$ cat src/rtl/channel_start_scheduler_pkg.sv
// ============================================================================
// Module : channel_start_scheduler_pkg
// Brief  : Shared FSM state encoding and sizing defaults for the start scheduler.
// Rev    : 1.0  initial release
// ============================================================================
`default_nettype none

package channel_start_scheduler_pkg;

  typedef enum logic [2:0] {
    S_IDLE = 3'd0,
    S_SCAN = 3'd1,
    S_WAIT = 3'd2,
    S_RUN  = 3'd3,
    S_DONE = 3'd4
  } sched_state_e;

  localparam int CH_NUM_DEFAULT    = 16;
  localparam int DELAY_BIT_DEFAULT = 16;
  localparam int CFG_SEL_W         = 4;

  // Index width that stays legal for a single-channel build.
  function automatic int idx_width(input int n);
    return (n > 1) ? $clog2(n) : 1;
  endfunction

endpackage

`default_nettype wire

$ cat src/rtl/channel_start_scheduler_delay_cnt.sv
// ============================================================================
// Module : sched_delay_cnt
// Brief  : Loadable down-counter that saturates at zero; flags the zero count.
// Rev    : 1.0  initial release
// ============================================================================
`default_nettype none

module sched_delay_cnt #(
  parameter int DELAY_BIT = 16
) (
  input  logic                 clk,
  input  logic                 rst_n,
  input  logic                 i_load,
  input  logic [DELAY_BIT-1:0] i_load_val,
  input  logic                 i_dec,
  output logic                 o_zero
);

  logic [DELAY_BIT-1:0] r_cnt;

  always_ff @(posedge clk or negedge rst_n) begin
    if (!rst_n) begin
      r_cnt <= '0;
    end else if (i_load) begin
      r_cnt <= i_load_val;
    end else if (i_dec && (r_cnt != '0)) begin
      r_cnt <= r_cnt - DELAY_BIT'(1);
    end
  end

  assign o_zero = (r_cnt == '0);

endmodule

`default_nettype wire

$ cat src/rtl/channel_start_scheduler.sv
// ============================================================================
// Module : channel_start_scheduler
// Brief  : Fires per-channel start ticks in ascending order after programmable
//          delays, tracks one-shot completion and supports abort.
// Rev    : 1.0  initial release
// ============================================================================
`default_nettype none

module channel_start_scheduler
  import channel_start_scheduler_pkg::*;
#(
  parameter int CH_NUM    = CH_NUM_DEFAULT,
  parameter int DELAY_BIT = DELAY_BIT_DEFAULT
) (
  input  logic                 clk,
  input  logic                 rst_n,
  input  logic                 i_cfg_we,
  input  logic [CFG_SEL_W-1:0] i_cfg_sel,
  input  logic                 i_cfg_enable,
  input  logic                 i_cfg_wait,
  input  logic [DELAY_BIT-1:0] i_cfg_delay,
  input  logic                 i_go,
  input  logic                 i_abort,
  input  logic [CH_NUM-1:0]    i_ch_done_tick,
  output logic [CH_NUM-1:0]    o_start_tick,
  output logic [CH_NUM-1:0]    o_stop,
  output logic                 o_busy,
  output logic                 o_done_tick
);

  localparam int IDX_W = idx_width(CH_NUM);

  sched_state_e         r_state, w_state_nxt;
  logic [IDX_W-1:0]     r_idx, w_idx_nxt;
  logic [CH_NUM-1:0]    r_enable, r_wait;
  logic [DELAY_BIT-1:0] r_delay [CH_NUM];
  logic [CH_NUM-1:0]    r_pending, w_pending_nxt;
  logic [CH_NUM-1:0]    r_fired, w_fired_nxt;
  logic [CH_NUM-1:0]    w_start_nxt, w_stop_nxt;
  logic                 w_done_nxt;
  logic                 w_cnt_load, w_cnt_dec, w_cnt_zero;
  logic                 w_cfg_wr, w_sel_ok, w_last;
  logic [IDX_W-1:0]     w_sel_idx;
  logic [DELAY_BIT-1:0] w_load_val;

  assign w_sel_ok   = ({{(32-CFG_SEL_W){1'b0}}, i_cfg_sel} < CH_NUM);
  assign w_sel_idx  = i_cfg_sel[IDX_W-1:0];
  assign w_last     = (r_idx == IDX_W'(CH_NUM - 1));
  assign w_load_val = r_delay[r_idx];

  sched_delay_cnt #(
    .DELAY_BIT (DELAY_BIT)
  ) u_delay_cnt (
    .clk        (clk),
    .rst_n      (rst_n),
    .i_load     (w_cnt_load),
    .i_load_val (w_load_val),
    .i_dec      (w_cnt_dec),
    .o_zero     (w_cnt_zero)
  );

  always_comb begin
    w_state_nxt   = r_state;
    w_idx_nxt     = r_idx;
    w_pending_nxt = r_pending;
    w_fired_nxt   = r_fired;
    w_start_nxt   = '0;
    w_stop_nxt    = '0;
    w_done_nxt    = 1'b0;
    w_cnt_load    = 1'b0;
    w_cnt_dec     = 1'b0;
    w_cfg_wr      = 1'b0;

    if (r_state != S_IDLE) begin
      w_pending_nxt = r_pending & ~i_ch_done_tick;
    end

    case (r_state)
      S_IDLE: begin
        if (i_go) begin
          w_idx_nxt   = '0;
          w_fired_nxt = '0;
          w_state_nxt = (|r_enable) ? S_SCAN : S_DONE;
        end else if (i_cfg_we && w_sel_ok) begin
          w_cfg_wr = 1'b1;
        end
      end
      S_SCAN: begin
        if (r_enable[r_idx]) begin
          w_cnt_load  = 1'b1;
          w_state_nxt = S_WAIT;
        end else if (w_last) begin
          w_state_nxt = S_RUN;
        end else begin
          w_idx_nxt = r_idx + IDX_W'(1);
        end
      end
      S_WAIT: begin
        if (!w_cnt_zero) begin
          w_cnt_dec = 1'b1;
        end else begin
          // Setting the pending bit after the clear makes a same-edge set win.
          w_start_nxt[r_idx]   = 1'b1;
          w_pending_nxt[r_idx] = r_wait[r_idx];
          w_fired_nxt[r_idx]   = 1'b1;
          if (w_last) begin
            w_state_nxt = S_RUN;
          end else begin
            w_idx_nxt   = r_idx + IDX_W'(1);
            w_state_nxt = S_SCAN;
          end
        end
      end
      S_RUN: begin
        if (r_pending == '0) begin
          w_state_nxt = S_DONE;
        end
      end
      S_DONE: begin
        w_done_nxt  = 1'b1;
        w_state_nxt = S_IDLE;
      end
      default: begin
        w_state_nxt = S_IDLE;
      end
    endcase

    // Abort overrides every transition and output decided above.
    if ((r_state != S_IDLE) && i_abort) begin
      w_stop_nxt    = r_pending | r_fired;
      w_pending_nxt = '0;
      w_start_nxt   = '0;
      w_done_nxt    = 1'b0;
      w_cnt_load    = 1'b0;
      w_cnt_dec     = 1'b0;
      w_state_nxt   = S_IDLE;
    end
  end

  always_ff @(posedge clk or negedge rst_n) begin
    if (!rst_n) begin
      r_state      <= S_IDLE;
      r_idx        <= '0;
      r_enable     <= '0;
      r_wait       <= '0;
      r_pending    <= '0;
      r_fired      <= '0;
      o_start_tick <= '0;
      o_stop       <= '0;
      o_busy       <= 1'b0;
      o_done_tick  <= 1'b0;
      for (int i = 0; i < CH_NUM; i++) begin
        r_delay[i] <= '0;
      end
    end else begin
      r_state      <= w_state_nxt;
      r_idx        <= w_idx_nxt;
      r_pending    <= w_pending_nxt;
      r_fired      <= w_fired_nxt;
      o_start_tick <= w_start_nxt;
      o_stop       <= w_stop_nxt;
      o_busy       <= (r_state != S_IDLE);
      o_done_tick  <= w_done_nxt;
      if (w_cfg_wr) begin
        r_enable[w_sel_idx] <= i_cfg_enable;
        r_wait[w_sel_idx]   <= i_cfg_wait;
        r_delay[w_sel_idx]  <= i_cfg_delay;
      end
    end
  end

endmodule

`default_nettype wire

$ cat config.mk
export PLATFORM = sky130hd
export DESIGN_NAME = channel_start_scheduler
export DESIGN_NICKNAME = d
export VERILOG_FILES = /design/src/rtl/channel_start_scheduler_pkg.sv /design/src/rtl/channel_start_scheduler_delay_cnt.sv /design/src/rtl/channel_start_scheduler.sv
export SDC_FILE = /design/constraint.sdc
export NUM_CORES = 1
export LEC_CHECK = 0
export CAP_MARGIN = 15
export CORE_MARGIN = 10
export CORE_UTILIZATION = 45
export DETAILED_ROUTE_END_ITERATION = 6
export GPL_TIMING_DRIVEN = 0
export PLACE_DENSITY = 0.61
export SYNTH_ARGS = -nofsm -noshare
export SYNTH_HDL_FRONTEND = slang
export SYNTH_SLANG_ARGS = --single-unit
$ cat constraint.sdc
create_clock -name clk -period 2.7 [get_ports clk]
set_input_delay 0.675 -clock clk [delete_from_list [all_inputs] [get_ports clk]]
set_output_delay 0.675 -clock clk [all_outputs]
set_load 0.01 [all_outputs]
==> flow_summary.toml, run 1 <==
[outcome]
status = "finished, final reports clean"

[finish]
finish.instance_area_um2 = 20500
multi_input_area_um2 = 7390
fillCellCount = 3074
drive_above_1_share = 0.397
utilization = 0.545
ff_latch_area_um2 = 9440
area.growth.synth_to_final_pct = 19.9
fin_nets = 1394

[min_path]
hold_class = "input pin to asynchronous set/reset pin"

[flow_run]
drv_cap = 0

[routing]
drc_errors = 0
via_count = 10800
wl_um = 44900
viasPerCell = 5.70
dr.pass1.iters = 5
drtIter0Drc = 836
drt.antenna.violating_nets = 0
avgRoutedWirePerCell_um = 23.8

[power_and_ir_drop]
p_leak_nw = 9.06
power_density_nw_per_um2 = 979
vdd_drop_max_mv = 0.467
power.total_mw = 20.1

[yosys]
muxShareOfSynthArea = 0.309
synth_edf_count = 0
synth_xor_area_frac = 0.00256
synth-async-reset-ratio = 1.00
synthAdderAreaFrac = 0.00439
ys_ff_latch = 377
synth_warnings = 0
synth-main-ff-cell = "dfrtp_1"
synth_top_family_by_area = "multiplexers"
syn_inst = 1204
synth-seq-area-share = 0.552
synth_fp_nets = 1253
ys_types = 53
synth_area_um2 = 17100
synth_compound_area_frac = 0.0380
synthSimpleGateAreaFrac = 0.0713
avgSynthCellArea_um2 = 14.2

[global_route]
grt_overflow = 0
grt_pass1_wl_um = 69200
track_usage = 0.193
grt_antenna_before_repair = 3
grt_max_degree = 119
grt_pass1_vias = 11200

[worst_setup_path]
reg2reg_to = "r_pending[8]$_DFF_PN0_"
critical_path_required_ns = 3.12
worstRegToRegCells = 7
crit_type = "input pin to flop"
end_kind = "flop"
crit_arrival_ns = 3.10
crit_path_max_fanout = 10
ff2ff_setup_slack_ns = 0.09
worstSetupStartpointType = "input pin"
r2r-start = "u_delay_cnt.r_cnt[2]$_DFFE_PN0P_"

[placed_design]
place_hpwl_um = 28800
portBuffers = 74
gp_congestion = 0.844
placed_cell_area_um2 = 18600

[clock_tree]
clockBufferDepth = 3
clkLatencyLatePin_ns = 0.55
hold_buffers = 0
clkTransAtPathRegs_ns = 0.06
htree_levels = 2
root_buffer = "clkbuf_16"
cts_made_buffers = 41
clkSinkCount = 377
cts_tree = "done"

[die]
initial_utilization = 0.455
ioPinCount = 77
die_area_um2 = 46200
coreArea_um2 = 37600
die_x_um = 215
std_cell_rows = 71
dieHeight_um = 215

[sta]
relSlewSlack = 0.536
skew_ns = 0.0218
max_freq_mhz = 373
fin_crit_sh = 0.992
holdWs_ns = 0.0928
hold_viol = 0
tightest_slew_ns = 0.686
fin_crit_ns = 2.68
setup_violations = 0
report.final.slew_viol_count = 0
-- state kept, by name, summed over array words and instances (netlist names), 3 cells and up --
signal and flops:
r_state 3, u_delay_cnt.r_cnt 16, o_start_tick 16, r_idx 4, r_wait 16, r_delay 256
r_pending 16, o_stop 16, r_enable 16, r_fired 16
-- cell usage in the layout (no fill, tap or decap), drive strengths merged, types with 6 or more instances in the layout --
cell type and n:
mux2i 8, mux2 289, dfrtp 377, nand3 18
clkbuf 118, or3 14, and2 6, a31oi 11
o211ai 21, buf 57, clkdlybuf4s50 73, a21oi 21
nor2 95, nor4 13, o21ai 21, mux4 86
nand2 51, nor3 16, inv 11, ha 6
-- power breakdown --
group / switching (mW) / leakage, nW / total (mW) / internal, mW
clock: 2.29 / 0.705 / 5.88 / 3.59
sequential: 0.947 / 5.04 / 8.28 / 7.33
combinational: 2.71 / 3.32 / 5.89 / 3.18
total: 5.95 / 9.06 / 20.1 / 14.1
-- routing by layer --
layer / vias up / part of all wire / routed length [um] / GRT usage
li1: 4750 / - / - / -
met4: 4 / 0.032 / 1430 / 0.0723
met5: - / 0.00060 / 27 / 0
met1: 5690 / 0.45 / 20200 / 0.260
met3: 74 / 0.044 / 1980 / 0.0365
met2: 242 / 0.47 / 21300 / 0.304
-- stage by stage --
stage / worst slack [ns] / TNS, ns / cells
detailed placement: -1.43 / -282.15 / 1793
global route: -0.00111 / -0.00111 / 1888
global placement: -15.62 / -6146.52 / 1789
floorplan: 0.0172 / 0 / 1204
finish: 0.0203 / 0 / 1889
CTS: 0.000935 / 0 / 1878
-- logic make-up (layout without fill, tap and decap cells) --
logic type	after synthesis	count (layout)
mux	383	383
flops	377	377
simple gates	240	240
compound gates	99	99
buf+inv	94	267
fa+ha+maj	6	6
xor+xnor	5	5
other cells	0	1
-- cells in the mapped netlist (all sizes together) (2+ instances only) --
cell | n | area share
a22oi | 3 | 0.0013
and3 | 2 | 0.00073
nand3 | 18 | 0.0053
dfrtp | 377 | 0.55
nor2b | 4 | 0.0015
o311ai | 3 | 0.0015
o31ai | 5 | 0.0022
mux2i | 8 | 0.0047
or2 | 2 | 0.00073
mux4 | 86 | 0.11
o211ai | 21 | 0.0092
buf | 27 | 0.0082
mux2 | 289 | 0.19
nor4b | 4 | 0.0028
nor2 | 95 | 0.022
nor4 | 13 | 0.0074
nand2 | 51 | 0.011
a211oi | 3 | 0.0013
clkbuf | 57 | 0.013
inv | 10 | 0.0022
a41oi | 3 | 0.0015
nor3 | 16 | 0.0056
or4 | 3 | 0.0013
a31oi | 11 | 0.0040
a21oi | 21 | 0.0062
xnor2 | 2 | 0.0010
o21ai | 21 | 0.0062
xor2 | 3 | 0.0015
nand2b | 5 | 0.0018
and2 | 6 | 0.0022
ha | 6 | 0.0044
or3 | 14 | 0.0051
nand4 | 5 | 0.0027
-- worst max path at each step --
stage | from | to | slack [ns] | cells after the start
CTS | u_delay_cnt.r_cnt[0]$_DFFE_PN0P_ | r_pending[8]$_DFF_PN0_ | 0.0009 | 10
floorplan | r_idx[0]$_DFFE_PN0P_ | u_delay_cnt.r_cnt[11]$_DFFE_PN0P_ | 0.02 | 8
global route | u_delay_cnt.r_cnt[0]$_DFFE_PN0P_ | r_pending[14]$_DFF_PN0_ | -0.001 | 10
global placement | rst_n | r_delay[34]$_DFFE_PN0P_ | -15.62 | 1
detailed placement | i_go | r_delay[119]$_DFFE_PN0P_ | -1.43 | 8
finish | i_go | r_delay[197]$_DFFE_PN0P_ | 0.02 | 7
-- critical path: stages --
cell and delay, ns:
clkdlybuf4s50_1 0.50, nor4_4 0.34, nand2_1 0.23, nor3_2 0.29, nand3_2 0.33, clkbuf_4 0.39, mux2_2 0.31
-- timing repair --
item	4_1_cts	5_1_grt
pin swaps	11	8
endpoints found under the setup margin	285	128
resized for setup	82	30
buffers inserted	13	10
-- final cells by class --
class                      count  area share
tap                          511      0.0312
inverter                      10     0.00183
clock buffer                  67      0.0638
antenna                        1    0.000122
sequential                   377       0.461
multi-input combinational    733       0.361
buffer                        81      0.0258
clock inverter                 8     0.00599
timing repair buffer         101      0.0498
Power figures use the tool's default switching activity.
==> run 2, diff against run 1 <==
- CORE_MARGIN: 10 -> unset
==> flow_summary.toml, run 2 (synthesis results as in run 1) <==
[placed_design]
portBuffers = 74
gp_congestion = 0.833
pre_cts_ws_ns = -1.39
place_hpwl_um = 28100
placed_cells = 1793
placed_cell_area_um2 = 18600

[sta]
fin_crit_ns = 2.64
fin_setup_tns_ns = 0
fin_crit_sh = 0.979
grt_setup_unrepaired = "true"
setup_violations = 0
holdWs_ns = 0.152
skew_ns = 0.0192
setup_ws_ns = 0.0560
report.final.slew_viol_count = 0
tightest_slew_ns = 0.872
relSlewSlack = 0.419
hold_viol = 0
max_freq_mhz = 378

[worst_setup_path]
slowest_stage = "nand2_2"
crit_path_max_incr_delay_ns = 0.50
worstSetupStartpointType = "input pin"
crit_type = "input pin to flop"
end_kind = "flop"
crit_path_max_fanout = 18
critical_path_required_ns = 3.11
crit_arrival_ns = 3.06
worstPathCellList = "clkdlybuf4s50_1 -> nor4_4 -> nand2_1 -> nor3_1 -> nand2_2 -> mux2_2"

[routing]
drtIter0Drc = 662
dr.pass1.iters = 5
drc_errors = 0
avgRoutedWirePerCell_um = 23.2
wl_um = 43600
viasPerCell = 5.71
drt.antenna.violating_nets = 0
via_count = 10700

[power_and_ir_drop]
swShare = 0.298
combPwrFrac = 0.296
clockPowerShare = 0.281
p_int_mw = 13.7
p_seq_frac = 0.423
power_density_nw_per_um2 = 963
p_leak_nw = 8.98
p_switching_mw = 5.82
vdd_drop_max_mv = 0.396
power.total_mw = 19.5

[finish]
antenna_cells = 0
largest_register = "r_delay"
largest_reg_flops = 256
utilization = 0.541
mostFrequentLayoutCell = "dfrtp_1"
drive_above_1_share = 0.389
final_cell_mix = "dfrtp_1 (375), mux2_2 (286), mux4_2 (86), nor2_1 (86), clkdlybuf4s50_1 (73)"
finish.instance_area_um2 = 20300
layoutNonFillerInstCount = 1880
area.growth.synth_to_final_pct = 18.8
fin_nets = 1391

[global_route]
grt_pass1_vias = 11100
grt_max_degree = 121
grt_overflow = 0
track_usage = 0.235
grt_pass1_wl_um = 67900
grt_antenna_before_repair = 0

[clock_tree]
root_buffer = "clkbuf_16"
clkSinkCount = 377
htree_levels = 2
clkTransAtPathRegs_ns = 0.06
clockBufferDepth = 3
clkLatencyLatePin_ns = 0.53
cts_made_buffers = 41
cts_tree = "done"

[flow_run]
drv_cap = 0

[die]
die_area_um2 = 38700
dieHeight_um = 197
ioPinCount = 77
initial_utilization = 0.456
std_cell_rows = 71
coreArea_um2 = 37500
die_x_um = 197

[outcome]
status = "finished, final reports clean"

[min_path]
hold_class = "input pin to asynchronous set/reset pin"
## run 2: cell type report
class / instances / area (um^2)
Buffer: 80 / 497
Inverter: 10 / 37.5
Fill cell: 3187 / 17200
Tap cell: 511 / 639
Clock buffer: 58 / 1160
Clock inverter: 12 / 145
Timing Repair Buffer: 99 / 1000
Sequential cell: 377 / 9440
Multi-Input combinational cell: 733 / 7370
## run 2: routing by layer
| metal | global-route usage | vias up | routed length [um] |
|---|---|---|---|
| li1 | - | 4748 | - |
| met1 | 0.318 | 5621 | 19000 |
| met2 | 0.380 | 294 | 20700 |
| met3 | 0.0448 | 78 | 2260 |
| met4 | 0.0844 | 0 | 1560 |
| met5 | 0 | - | 0 |
## run 2: power groups by stage
| stage | Combinational, mW | Sequential, mW | Clock (mW) |
|---|---|---|---|
| after global routing | 6.28 | 8.49 | 5.86 |
| after detailed placement | 5.57 | 8.34 | 0 |
| after floorplan | 4.15 | 8.06 | 0 |
| final | 5.78 | 8.27 | 5.50 |
| after global placement | 5.46 | 8.31 | 0 |
| after CTS | 5.76 | 8.26 | 5.64 |
## run 2: final timing paths
kind                                                  to  depth (start not counted)  slack, ns                      from
worst max-delay path            r_delay[246]$_DFFE_PN0P_                          6       0.06                      i_go
worst min-delay path             r_delay[53]$_DFFE_PN0P_                          1       0.15                     rst_n
worst max register to register   r_pending[11]$_DFF_PN0_                          7       0.09      r_idx[1]$_DFFE_PN0P_
worst min register to register  r_delay[188]$_DFFE_PN0P_                          1       0.49  r_delay[188]$_DFFE_PN0P_
max in group asynchronous       r_delay[100]$_DFFE_PN0P_                          4       0.84                     rst_n
min in group clk                r_delay[188]$_DFFE_PN0P_                          1       0.49  r_delay[188]$_DFFE_PN0P_
## run 2: critical path, delay by kind of cell
| kind | cells | cell delay (ns) |
|---|---|---|
| AND/OR/NAND/NOR | 4 | 1.42 |
| buffers and inverters | 1 | 0.49 |
| multiplexers | 1 | 0.44 |
## run 2: timing repair
item | 4_1_cts | 5_1_grt
gates resized for setup | 73 | 22
buffers inserted | 17 | 4
endpoints found under the setup margin | 286 | 166
pin swaps | 13 | 4
hold buffers | 0 | 0
gates cloned | 0 | 0
==> run 3, diff against run 2 <==
- CORE_MARGIN: unset -> 4
- CORE_UTILIZATION: 45 -> 35
- PLACE_DENSITY: 0.61 -> 0.49
==> flow_summary.toml, run 3 (synthesis results as in run 1) <==
[outcome]
status = "finished, final reports clean"

[sta]
relSlewSlack = 0.466
fin_crit_ns = 2.66
grt_setup_unrepaired = "true"
report.final.slew_viol_count = 0
hold_viol = 0
tightest_slew_ns = 0.802
max_freq_mhz = 376
setup_ws_ns = 0.0371
fin_crit_sh = 0.986
skew_ns = 0.0212
setup_violations = 0

[routing]
viasPerCell = 5.34
via_count = 10600
dr.pass1.iters = 4
drtIter0Drc = 729
wl_um = 47400
drc_errors = 0
drt.antenna.violating_nets = 0
avgRoutedWirePerCell_um = 23.8

[global_route]
grt_overflow = 0
grt_antenna_before_repair = 0
grt_pass1_wl_um = 73300
grt_max_degree = 121
grt_pass1_vias = 11400
track_usage = 0.184

[die]
std_cell_rows = 80
coreArea_um2 = 48000
dieHeight_um = 229
die_area_um2 = 52400
ioPinCount = 77
initial_utilization = 0.356
die_x_um = 229

[clock_tree]
hold_buffers = 0
htree_levels = 2
clkSinkCount = 377
root_buffer = "clkbuf_16"
cts_tree = "done"
clkLatencyLatePin_ns = 0.58
clockBufferDepth = 3
cts_made_buffers = 43
clkTransAtPathRegs_ns = 0.05

[placed_design]
pre_cts_ws_ns = -1.61
portBuffers = 74
gp_congestion = 0.793
placed_cells = 1897
place_hpwl_um = 30400

[flow_run]
drv_cap = 0

[finish]
layoutNonFillerInstCount = 1990
fin_nets = 1397
final_cell_mix = "dfrtp_1 (375), mux2_2 (286), mux4_2 (86), nor2_1 (86), clkdlybuf4s50_1 (73)"
antenna_cells = 0
area.growth.synth_to_final_pct = 20.7
drive_above_1_share = 0.401
largest_register = "r_delay"
largest_reg_flops = 256
utilization = 0.429
mostFrequentLayoutCell = "dfrtp_1"

[worst_setup_path]
worstSetupStartpointType = "input pin"
worstRegToRegCells = 7
ff2ff_setup_slack_ns = 0.05
crit_type = "input pin to flop"
reg2reg_to = "r_pending[8]$_DFF_PN0_"
end_kind = "flop"
critical_path_required_ns = 3.14
crit_path_max_fanout = 10
r2r-start = "u_delay_cnt.r_cnt[3]$_DFFE_PN0P_"
crit_arrival_ns = 3.11

[power_and_ir_drop]
power_density_nw_per_um2 = 963
p_leak_nw = 9.08
power.total_mw = 19.9
vdd_drop_max_mv = 0.348

[min_path]
hold_class = "input pin to asynchronous set/reset pin"
## run 3: cell types whose count changed in the layout (fill, tap and decap cells not counted), sizes merged
cell           previous run  this run
bufinv                    3         1
buf                      52        58
clkinvlp                  1         0
clkdlybuf4s15             1         0
clkinv                    7         9
clkdlybuf4s18             0         1
clkbuf                  111       112
## run 3: metrics by stage
step | area (um^2) | hold slack (ns) | setup TNS (ns)
floorplan | 17100 | 0.379 | 0
global placement | 18600 | 0.470 | -6464.80
detailed placement | 18700 | 0.483 | -361.69
CTS | 20400 | 0.174 | -4.77
global route | 20600 | 0.198 | -0.0520
finish | 20600 | 0.132 | 0
## run 3: worst max-delay path by stage
stage,from,to,slack [ns],cells after the start
3_3_place_gp,rst_n,r_delay[33]$_DFFE_PN0P_,-16.28,1
4_1_cts,i_go,r_delay[215]$_DFFE_PN0P_,-0.20,6
6_report,i_go,r_delay[215]$_DFFE_PN0P_,0.04,6
2_1_floorplan,r_idx[0]$_DFFE_PN0P_,u_delay_cnt.r_cnt[11]$_DFFE_PN0P_,0.02,8
5_1_grt,u_delay_cnt.r_cnt[1]$_DFFE_PN0P_,r_pending[8]$_DFF_PN0_,-0.04,9
3_5_place_dp,i_go,r_delay[120]$_DFFE_PN0P_,-1.61,8
## run 3: cell type report
| type | instances | area [um^2] |
|---|---|---|
| Buffer | 80 | 539 |
| Sequential cell | 377 | 9440 |
| Clock buffer | 61 | 1250 |
| Tap cell | 615 | 769 |
| Fill cell | 4436 | 27400 |
| Multi-Input combinational cell | 733 | 7420 |
| Inverter | 10 | 37.5 |
| Clock inverter | 11 | 95.1 |
| Timing Repair Buffer | 103 | 1070 |
## run 3: critical path, cell delays in order
cell	delay, ns
clkdlybuf4s50_1	0.50
nor4_4	0.50
nand2_2	0.19
or4_4	0.64
buf_4	0.26
mux2_1	0.32
## run 3: what timing repair did
item,in CTS,in global routing
buffers inserted,15,9
pin swaps,14,7
resized for setup,81,42
cloned,0,1
endpoints found under the setup margin,350,173
## run 3: power by group
group / switching, mW / total, mW / internal [mW]
combinational: 2.73 / 5.91 / 3.18
clock: 2.36 / 5.67 / 3.31
sequential: 0.941 / 8.28 / 7.34
## run 3: layer usage
layer	GRT usage	up-vias	share of wire
met5	0	-	0
li1	-	4747	-
met3	0.0361	68	0.044
met4	0.0415	0	0.019
met1	0.262	5624	0.46
met2	0.292	197	0.47
